**src/rtl/qam_rx_pkg.sv**
```systemverilog
// Shared types and defaults for the QAM16 receive-side decimator.
package qam_rx_pkg;

  localparam int QAM_DW  = 4;
  localparam int QAM_OSR = 16;

  typedef enum logic {
    S_IDLE  = 1'b0,
    S_TRACK = 1'b1
  } state_e;

endpackage

```
**src/rtl/qam_phase_counter.sv**
```systemverilog
// Symbol phase counter: sync realignment, advance/retard slips and phase-match flag.
// With QAM_DOWNSAMPLER_INTEGRATE_EN the match fires on the last phase of the symbol.
module qam_phase_counter
  import qam_rx_pkg::*;
#(
  parameter int OSR = QAM_OSR,
  parameter int PW  = $clog2(OSR)
) (
  input  logic          clk_i,
  input  logic          rst_ni,
  input  logic          en_i,
  input  logic          in_valid_i,
  input  logic          sync_i,
  input  logic          advance_i,
  input  logic          retard_i,
  input  logic          track_i,
  input  logic [PW-1:0] phase_sel_i,
`ifdef QAM_DOWNSAMPLER_INTEGRATE_EN
  output logic          active_o,
`endif
  output logic          match_o
);

  logic [PW-1:0] cnt_q, cnt_d, p_s, tgt_s;
  logic          active_s;

  // Effective phase, slip handling and match against the target phase
  always_comb begin
    active_s = in_valid_i & en_i & (track_i | sync_i);
    p_s      = sync_i ? {PW{1'b0}} : cnt_q;
    cnt_d    = cnt_q;
    if (!en_i) begin
      cnt_d = {PW{1'b0}};
    end else if (active_s) begin
      if (!track_i) begin
        cnt_d = PW'(1);
      end else if (advance_i & !retard_i) begin
        cnt_d = p_s + PW'(2);
      end else if (retard_i & !advance_i) begin
        cnt_d = p_s;
      end else begin
        cnt_d = p_s + PW'(1);
      end
    end else begin
      cnt_d = cnt_q;
    end
`ifdef QAM_DOWNSAMPLER_INTEGRATE_EN
    tgt_s = PW'(OSR - 1);
`else
    tgt_s = phase_sel_i;
`endif
    match_o = active_s & (p_s == tgt_s);
  end

`ifdef QAM_DOWNSAMPLER_INTEGRATE_EN
  assign active_o = active_s;
`endif

  // Phase counter register
  always_ff @(posedge clk_i or negedge rst_ni) begin
    if (!rst_ni) begin
      cnt_q <= {PW{1'b0}};
    end else begin
      cnt_q <= cnt_d;
    end
  end

endmodule

```
**src/rtl/qam_downsampler.sv**
```systemverilog
// QAM16 receive symbol decimator: one I/Q symbol per OSR valid samples, sync aligned.
// Build option QAM_DOWNSAMPLER_INTEGRATE_EN swaps single-phase pick for integrate-and-dump.
module qam_downsampler
  import qam_rx_pkg::*;
#(
  parameter int OSR = QAM_OSR,
  parameter int PW  = $clog2(OSR),
  parameter int DW  = QAM_DW
) (
  input  logic                 clk,
  input  logic                 reset,
  input  logic                 en,
  input  logic                 in_valid,
  input  logic                 sync,
  input  logic signed [DW-1:0] iin,
  input  logic signed [DW-1:0] qin,
  input  logic        [PW-1:0] phase_sel,
  input  logic                 advance,
  input  logic                 retard,
  output logic signed [DW-1:0] isym,
  output logic signed [DW-1:0] qsym,
  output logic                 sym_valid,
  output logic                 locked
);

  state_e               state_q, state_d;
  logic                 locked_q, locked_d;
  logic                 sym_valid_q, sym_valid_d;
  logic signed [DW-1:0] isym_q, isym_d, qsym_q, qsym_d;
  logic                 match_s;

  qam_phase_counter #(.OSR(OSR), .PW(PW)) u_phase (
    .clk_i       (clk),
    .rst_ni      (reset),
    .en_i        (en),
    .in_valid_i  (in_valid),
    .sync_i      (sync),
    .advance_i   (advance),
    .retard_i    (retard),
    .track_i     (state_q == S_TRACK),
    .phase_sel_i (phase_sel),
`ifdef QAM_DOWNSAMPLER_INTEGRATE_EN
    .active_o    (active_s),
`endif
    .match_o     (match_s)
  );

  // Acquire/track state machine; locked mirrors the next state
  always_comb begin
    state_d = state_q;
    if (!en) begin
      state_d = S_IDLE;
    end else begin
      case (state_q)
        S_IDLE: begin
          if (in_valid && sync) begin
            state_d = S_TRACK;
          end else begin
            state_d = S_IDLE;
          end
        end
        S_TRACK: state_d = S_TRACK;
        default: state_d = S_IDLE;
      endcase
    end
    locked_d = (state_d == S_TRACK);
  end

`ifdef QAM_DOWNSAMPLER_INTEGRATE_EN
  localparam int AW = DW + PW;
  logic                 active_s;
  logic signed [AW-1:0] acc_i_q, acc_i_d, acc_q_q, acc_q_d;
  logic signed [AW-1:0] sum_i_s, sum_q_s, avg_i_s, avg_q_s;

  // Integrate-and-dump; a sync sample restarts the running sum
  always_comb begin
    sum_i_s     = (sync ? {AW{1'b0}} : acc_i_q) + {{PW{iin[DW-1]}}, iin};
    sum_q_s     = (sync ? {AW{1'b0}} : acc_q_q) + {{PW{qin[DW-1]}}, qin};
    avg_i_s     = sum_i_s >>> PW;
    avg_q_s     = sum_q_s >>> PW;
    acc_i_d     = acc_i_q;
    acc_q_d     = acc_q_q;
    sym_valid_d = 1'b0;
    isym_d      = isym_q;
    qsym_d      = qsym_q;
    if (!en) begin
      acc_i_d = {AW{1'b0}};
      acc_q_d = {AW{1'b0}};
    end else if (active_s && match_s) begin
      acc_i_d     = {AW{1'b0}};
      acc_q_d     = {AW{1'b0}};
      sym_valid_d = 1'b1;
      isym_d      = avg_i_s[DW-1:0];
      qsym_d      = avg_q_s[DW-1:0];
    end else if (active_s) begin
      acc_i_d = sum_i_s;
      acc_q_d = sum_q_s;
    end else begin
      acc_i_d = acc_i_q;
      acc_q_d = acc_q_q;
    end
  end

  // Accumulator registers
  always_ff @(posedge clk or negedge reset) begin
    if (!reset) begin
      acc_i_q <= {AW{1'b0}};
      acc_q_q <= {AW{1'b0}};
    end else begin
      acc_i_q <= acc_i_d;
      acc_q_q <= acc_q_d;
    end
  end
`else
  // Single-phase pick at the selected sample phase
  always_comb begin
    sym_valid_d = 1'b0;
    isym_d      = isym_q;
    qsym_d      = qsym_q;
    if (match_s) begin
      sym_valid_d = 1'b1;
      isym_d      = iin;
      qsym_d      = qin;
    end else begin
      sym_valid_d = 1'b0;
    end
  end
`endif

  // State and output registers
  always_ff @(posedge clk or negedge reset) begin
    if (!reset) begin
      state_q     <= S_IDLE;
      locked_q    <= 1'b0;
      sym_valid_q <= 1'b0;
      isym_q      <= {DW{1'b0}};
      qsym_q      <= {DW{1'b0}};
    end else begin
      state_q     <= state_d;
      locked_q    <= locked_d;
      sym_valid_q <= sym_valid_d;
      isym_q      <= isym_d;
      qsym_q      <= qsym_d;
    end
  end

  assign isym      = isym_q;
  assign qsym      = qsym_q;
  assign sym_valid = sym_valid_q;
  assign locked    = locked_q;

endmodule

```
**config.mk**
```make
export PLATFORM = sky130hd
export DESIGN_NAME = qam_downsampler
export DESIGN_NICKNAME = d
export VERILOG_FILES = /design/src/rtl/qam_rx_pkg.sv /design/src/rtl/qam_phase_counter.sv /design/src/rtl/qam_downsampler.sv
export SDC_FILE = /design/constraint.sdc
export NUM_CORES = 1
export LEC_CHECK = 0
export ABC_CLOCK_PERIOD_IN_PS = 2400
export CAP_MARGIN = 5
export CORE_MARGIN = 2
export CORE_UTILIZATION = 40
export CTS_CLUSTER_SIZE = 30
export DETAILED_ROUTE_END_ITERATION = 10
export PLACE_DENSITY = 0.82
export SYNTH_ARGS = -nofsm -noshare
export SYNTH_HDL_FRONTEND = slang
export SYNTH_SLANG_ARGS = --single-unit
```
**constraint.sdc**
```tcl
create_clock -name clk -period 2.4 [get_ports clk]
set_input_delay 0.6 -clock clk [delete_from_list [all_inputs] [get_ports clk]]
set_output_delay 0.6 -clock clk [all_outputs]
set_load 0.03 [all_outputs]
```
=== Word level (Yosys, flattened, before mapping) ===
Cells that the tools add are included.

* Logic and storage cells: 29
* Bits in registers: 14

* Equality and inequality tests: 2
* Reduce and logical (&&, ||, !) cells: 3
* Bitwise gates (word level): 7
* Add/sub/neg operators: 2
* Multiplexer cells: 10

{| class="wikitable"
|+ Operator list
! cell !! count
|-
| 2-to-1 mux 4 bit || 6
|-
| AND 1 bit || 5
|-
| adder 4 x 1 -> 4 bit (second input constant) || 1
|-
| adder 4 x 2 -> 4 bit (second input constant) || 1
|-
| == test 4 bit || 1
|-
| 2-to-1 mux 1 bit || 3
|-
| logical NOT 1 bit || 2
|-
| != test 2 x 1 -> 1 bit (second input constant) || 1
|-
| case mux 1 bit (2 select lines) || 1
|-
| logical AND 1 bit || 1
|-
| inverter 1 bit || 1
|-
| bitwise OR 1 bit || 1
|}

=== Logic depth before layout (Yosys ltp) ===
* Word-level depth: 7
* Depth in mapped cells: 8
* Gate-level depth less buffers: 7

=== Cells and area by module ===
From an unflattened synthesis, not the netlist that was laid out.

* Cell total of the unflattened synthesis: 73
* Area total of the unflattened synthesis: 829.5 µm²

{| class="wikitable"
|+ Modules (own cells, without submodules)
! module !! times used !! cells an instance !! area an instance (µm²)
|-
| qam_phase_counter || 1 || 52 || 436.7
|-
| qam_downsampler || 1 || 21 || 392.9
|}

=== Worst setup path after synthesis ===
OpenSTA, ideal clock, no wires.

* Path kind: input to register
* Start point: input sync
* End point: register isym_q[0], in the netlist isym[0]
* Required time: 2.275 ns
* Arrival: 1.800 ns
* Setup slack: 0.475 ns
* Stages on the path: 4
* Cells stage by stage: nand4bb_1 -> o22a_1 -> a221oi_4 -> mux2_2

* Longest elaborated chain between the ends: 3
* Elaborated cells between the ends (all ways): 5
* Those cells by class: eq/ne (1); mux (1); bitwise (3)

{| class="wikitable"
|+ Ends and longest elaborated chain
! what !! RTL line !! RTL
|-
| start, declared || qam_downsampler.sv:14 || <nowiki>input logic sync,</nowiki>
|-
| 2-to-1 mux 4 bit / bitwise OR 1 bit (equally long branches) || qam_phase_counter.sv:30, qam_phase_counter.sv:29 ||
|-
| == test 4 bit / AND 1 bit (equally long branches) || qam_phase_counter.sv:52, qam_phase_counter.sv:29 ||
|-
| AND 1 bit * || qam_phase_counter.sv:52 || <nowiki>match_o = active_s & (p_s == tgt_s);</nowiki>
|-
| via match_s || qam_downsampler.sv:30 || <nowiki>logic match_s;</nowiki>
|-
| end signal, assigned || qam_downsampler.sv:136 || <nowiki>isym_q <= {DW{1'b0}};</nowiki>
|-
| end signal, assigned || qam_downsampler.sv:142 || <nowiki>isym_q <= isym_d;</nowiki>
|-
| end, declared || qam_downsampler.sv:29 || <nowiki>logic signed [DW-1:0] isym_q, isym_d, qsym_q, qsym_d;</nowiki>
|}

Mark *: on every way through the listed nets, which the timed path passes. The rest lies on a longest branch.
A chain may end at the register's enable or synchronous reset.

=== Worst setup path after layout ===
* Start point: input sync
* End point: register isym_q[3], in the netlist isym[3]

Same word-level chain as after synthesis.

==> summary.txt <==
Routing
  – Initial DRC count: 11
  – Routed Antenna Nets: 0
  – DRC Markers: 0
  – Via Count: between 700 and 800
  – Final wirelength: 1990 µm
  – DRT Pass-1 Iters: 4
  – Routed WL per cell: 14.1 µm
  – Via-per-instance ratio: 5.41

Critical path
  – Worst r2r path cells: 5
  – Crit end category: register
  – Critical Path Start Type: input pin
  – WS Path Type: input pin to register
  – Critical path, cell by cell: clkdlybuf4s50_1 -> nand4bb_1 -> o22a_1 -> a221oi_4 -> buf_12 -> mux2_2
  – CP Max Fanout: 9
  – Arr. time, crit path: 2.36 ns
  – Required @ worst endpoint: about 2.6 ns
  – Reg2reg start: u_phase.cnt_q[0]
  – Slowest cell on the critical path: clkdlybuf4s50_1
  – CP top delay family: buffers and inverters
  – WP buf/inv: 2
  – Worst reg2reg path endpoint: isym[3]
  – CP max stage delay: between 0.4 and 0.5 ns
  – R2R Setup Slk: 0.56 ns

STA
  – RSZ-0062 raised after global routing: no
  – Final Hold Vio Count: 0
  – Fin crit share: 0.912
  – Sum Neg Setup Slack: 0 ns
  – Final setup viols: 0
  – Slew margin rel.: 0.586
  – Clock Skews: between 0.008 and 0.009 ns
  – Slew @ Worst Pin: roughly 0.62 ns
  – Final Max Slew Viols: 0
  – Fmax: 0.457 GHz
  – Crit path time final: 2.19 ns

Layout
  – Nets: between 100 and 150
  – Fraction of layout cells with a size suffix above 1: 0.140
  – Antenna diodes: 0
  – Design area: 0.00122 mm²
  – Finished Layout Cells: about 140
  – Final core utilization: 0.624
  – Synth-to-layout area growth: 47.9%

Placement
  – # port buffers: 28
  – Placer congestion estimate: 0.794
  – Placed insts: 137
  – DPL Wire Length: 1540 µm
  – DP Area: 0.00119 mm²

Floorplan
  – Die width: 49.5 µm
  – Die Ht: a little under 50 µm
  – Cell row count: 16
  – I/O Pins: 29
  – Die area: 0.00245 mm²
  – Core area: 0.00196 mm²
  – Starting Density: 0.422

Pwr
  – Total Power: between 0.6 and 0.7 mW
  – Clk pwr share: 0.265
  – Switch share: 0.306
  – Leakage power: 0.530 nW
  – Cell Int Power: 0.455 mW
  – Comb pwr share: 0.309
  – Sw Pwr: 0.200 mW
  – VDD IR max: 0.321 mV
  – Flop pwr share: 0.425
  – Pwr per Cell Area: 535 mW/mm²

GRT
  – Initial antenna violation count: 0
  – Pin count of the biggest net entering global routing: 15
  – Remaining Overflow, GRT: 0
  – Total GRT Usage: 0.182
  – Vias in the first global route: 752
  – First-pass GRT wire length: between 3000 and 4000 µm

Clock network
  – Clk pin slew, worst setup/hold paths: 0.08 ns
  – CTS Sinks: 14
  – Htree depth: 1
  – Root Driver: clkbuf_4
  – CTS tree: built
  – Post-CTS Setup Bufs: 0
  – CTS buffer count: 3
  – CTS max path bufs: 2
  – Clk Latency, worst-skew pair: just under 0.3 ns
  – Hold-fix buffers at CTS: 0
  – Resized cells post-CTS: 0

Logic synthesis
  – Post-synthesis sequential area ratio: 0.423
  – Count leader, synth: dfrtp_1
  – Post-synth ARST share: 1.00
  – Post-synth EDFFs: 0
  – Distinct cells, synth: 30
  – Average cell area after synthesis: 10.6 µm²
  – Most area-hungry cell type in the Yosys netlist: dfrtp_1
  – Netlist Area Pre-Place: 828 µm²
  – Post-synth net total: between 90 and 100
  – Largest cells by area after synthesis: dfrtp_1, mux2_2, nor2b_1, mux2_1, o21ai_0
  – Synth Instances: 78
  – Synth Register Bits: 14
  – Dominant synthesized flop cell: dfrtp_1
  – Synth top area share: 0.423
  – Warnings from Yosys: 0
  – Top post-synthesis cells by count: dfrtp_1, nor2b_1, o21ai_0, mux2_2, nor2_1

Flow run
  – Max-cap violations: 0

Hold path
  – Hold Startpoint: qsym[3]
  – Hold depth: 1
  – Hold Path Class: register to register
  – Hold Path Sink: qsym[3]

Outcome
  – Status: finished, final reports clean
[power groups by stage]
stage	Sequential (mW)	Clock, mW	Combinational [mW]
global placement	0.282	0	0.198
global route	0.283	0.190	0.215
detailed placement	0.284	0	0.203
finish	0.279	0.174	0.203
CTS	0.279	0.181	0.204
floorplan	0.329	0	0.0485
[area by class of cell]
class                      count  area (µm²)
sequential                    14         350
fill                         171         737
multi-input combinational     61         467
tap                           27        33.8
clock buffer                   4        36.3
inverter                       2        7.51
timing repair buffer          33         330
[how the worst max path moves through the flow]
stage | start | endpoint | slack, ns | cells after the start
after global routing | sync | u_phase.cnt_q[1] | 0.14 | 7
after floorplan | sync | isym[0] | 0.48 | 4
final | sync | isym[3] | 0.21 | 6
after global placement | sync | isym[2] | -0.02 | 6
after CTS | sync | qsym[3] | 0.22 | 6
after detailed placement | sync | qsym[3] | -0.08 | 6
[layer usage]
| layer | global-route usage | up-vias | share of wire |
|---|---|---|---|
| met5 | 0 | - | 0 |
| met4 | 0.111 | 0 | 0.020 |
| met3 | 0.0212 | 4 | 0.025 |
| met2 | 0.333 | 18 | 0.55 |
| met1 | 0.199 | 375 | 0.40 |
| li1 | - | 366 | - |
[placed cells by master (no fill, tap or decap), types with 2 or more instances in the layout]
master / synthesis / layout
inv_1: 2 / 2
clkbuf_4: 0 / 3
dfrtp_1: 14 / 14
o31ai_1: 2 / 2
ha_1: 2 / 2
mux2_2: 5 / 5
o21ai_0: 6 / 6
nand3_1: 2 / 2
nor2b_1: 6 / 6
mux2_1: 3 / 3
nor2_1: 5 / 5
clkdlybuf4s50_1: 0 / 28
nand2_1: 2 / 2
xor2_1: 2 / 2
a31oi_1: 2 / 2
a21oi_1: 4 / 4
o22a_1: 2 / 2
nand3b_1: 2 / 2
nand2b_1: 3 / 3
buf_4: 0 / 4
nand4bb_1: 2 / 2
[stage by stage]
| step | hold WS (ns) | setup WS (ns) |
|---|---|---|
| global placement | 0.470 | -0.0221 |
| CTS | 0.515 | 0.223 |
| detailed placement | 0.496 | -0.0802 |
| global route | 0.544 | 0.137 |
| finish | 0.508 | 0.212 |
| floorplan | 0.304 | 0.475 |
[cell families after synthesis]
kind of cell | synth area share
fa+ha+maj | 0.0302
flops | 0.423
simple gates | 0.183
mux | 0.121
buf+inv | 0.0136
xor+xnor | 0.0317
compound gates | 0.198
[registers in the layout, indices dropped and copies added (netlist names)]
signal / flops
isym: 4
qsym: 4
u_phase.cnt_q: 4
locked: 1
sym_valid: 1
(Power assumes the default switching activity.)
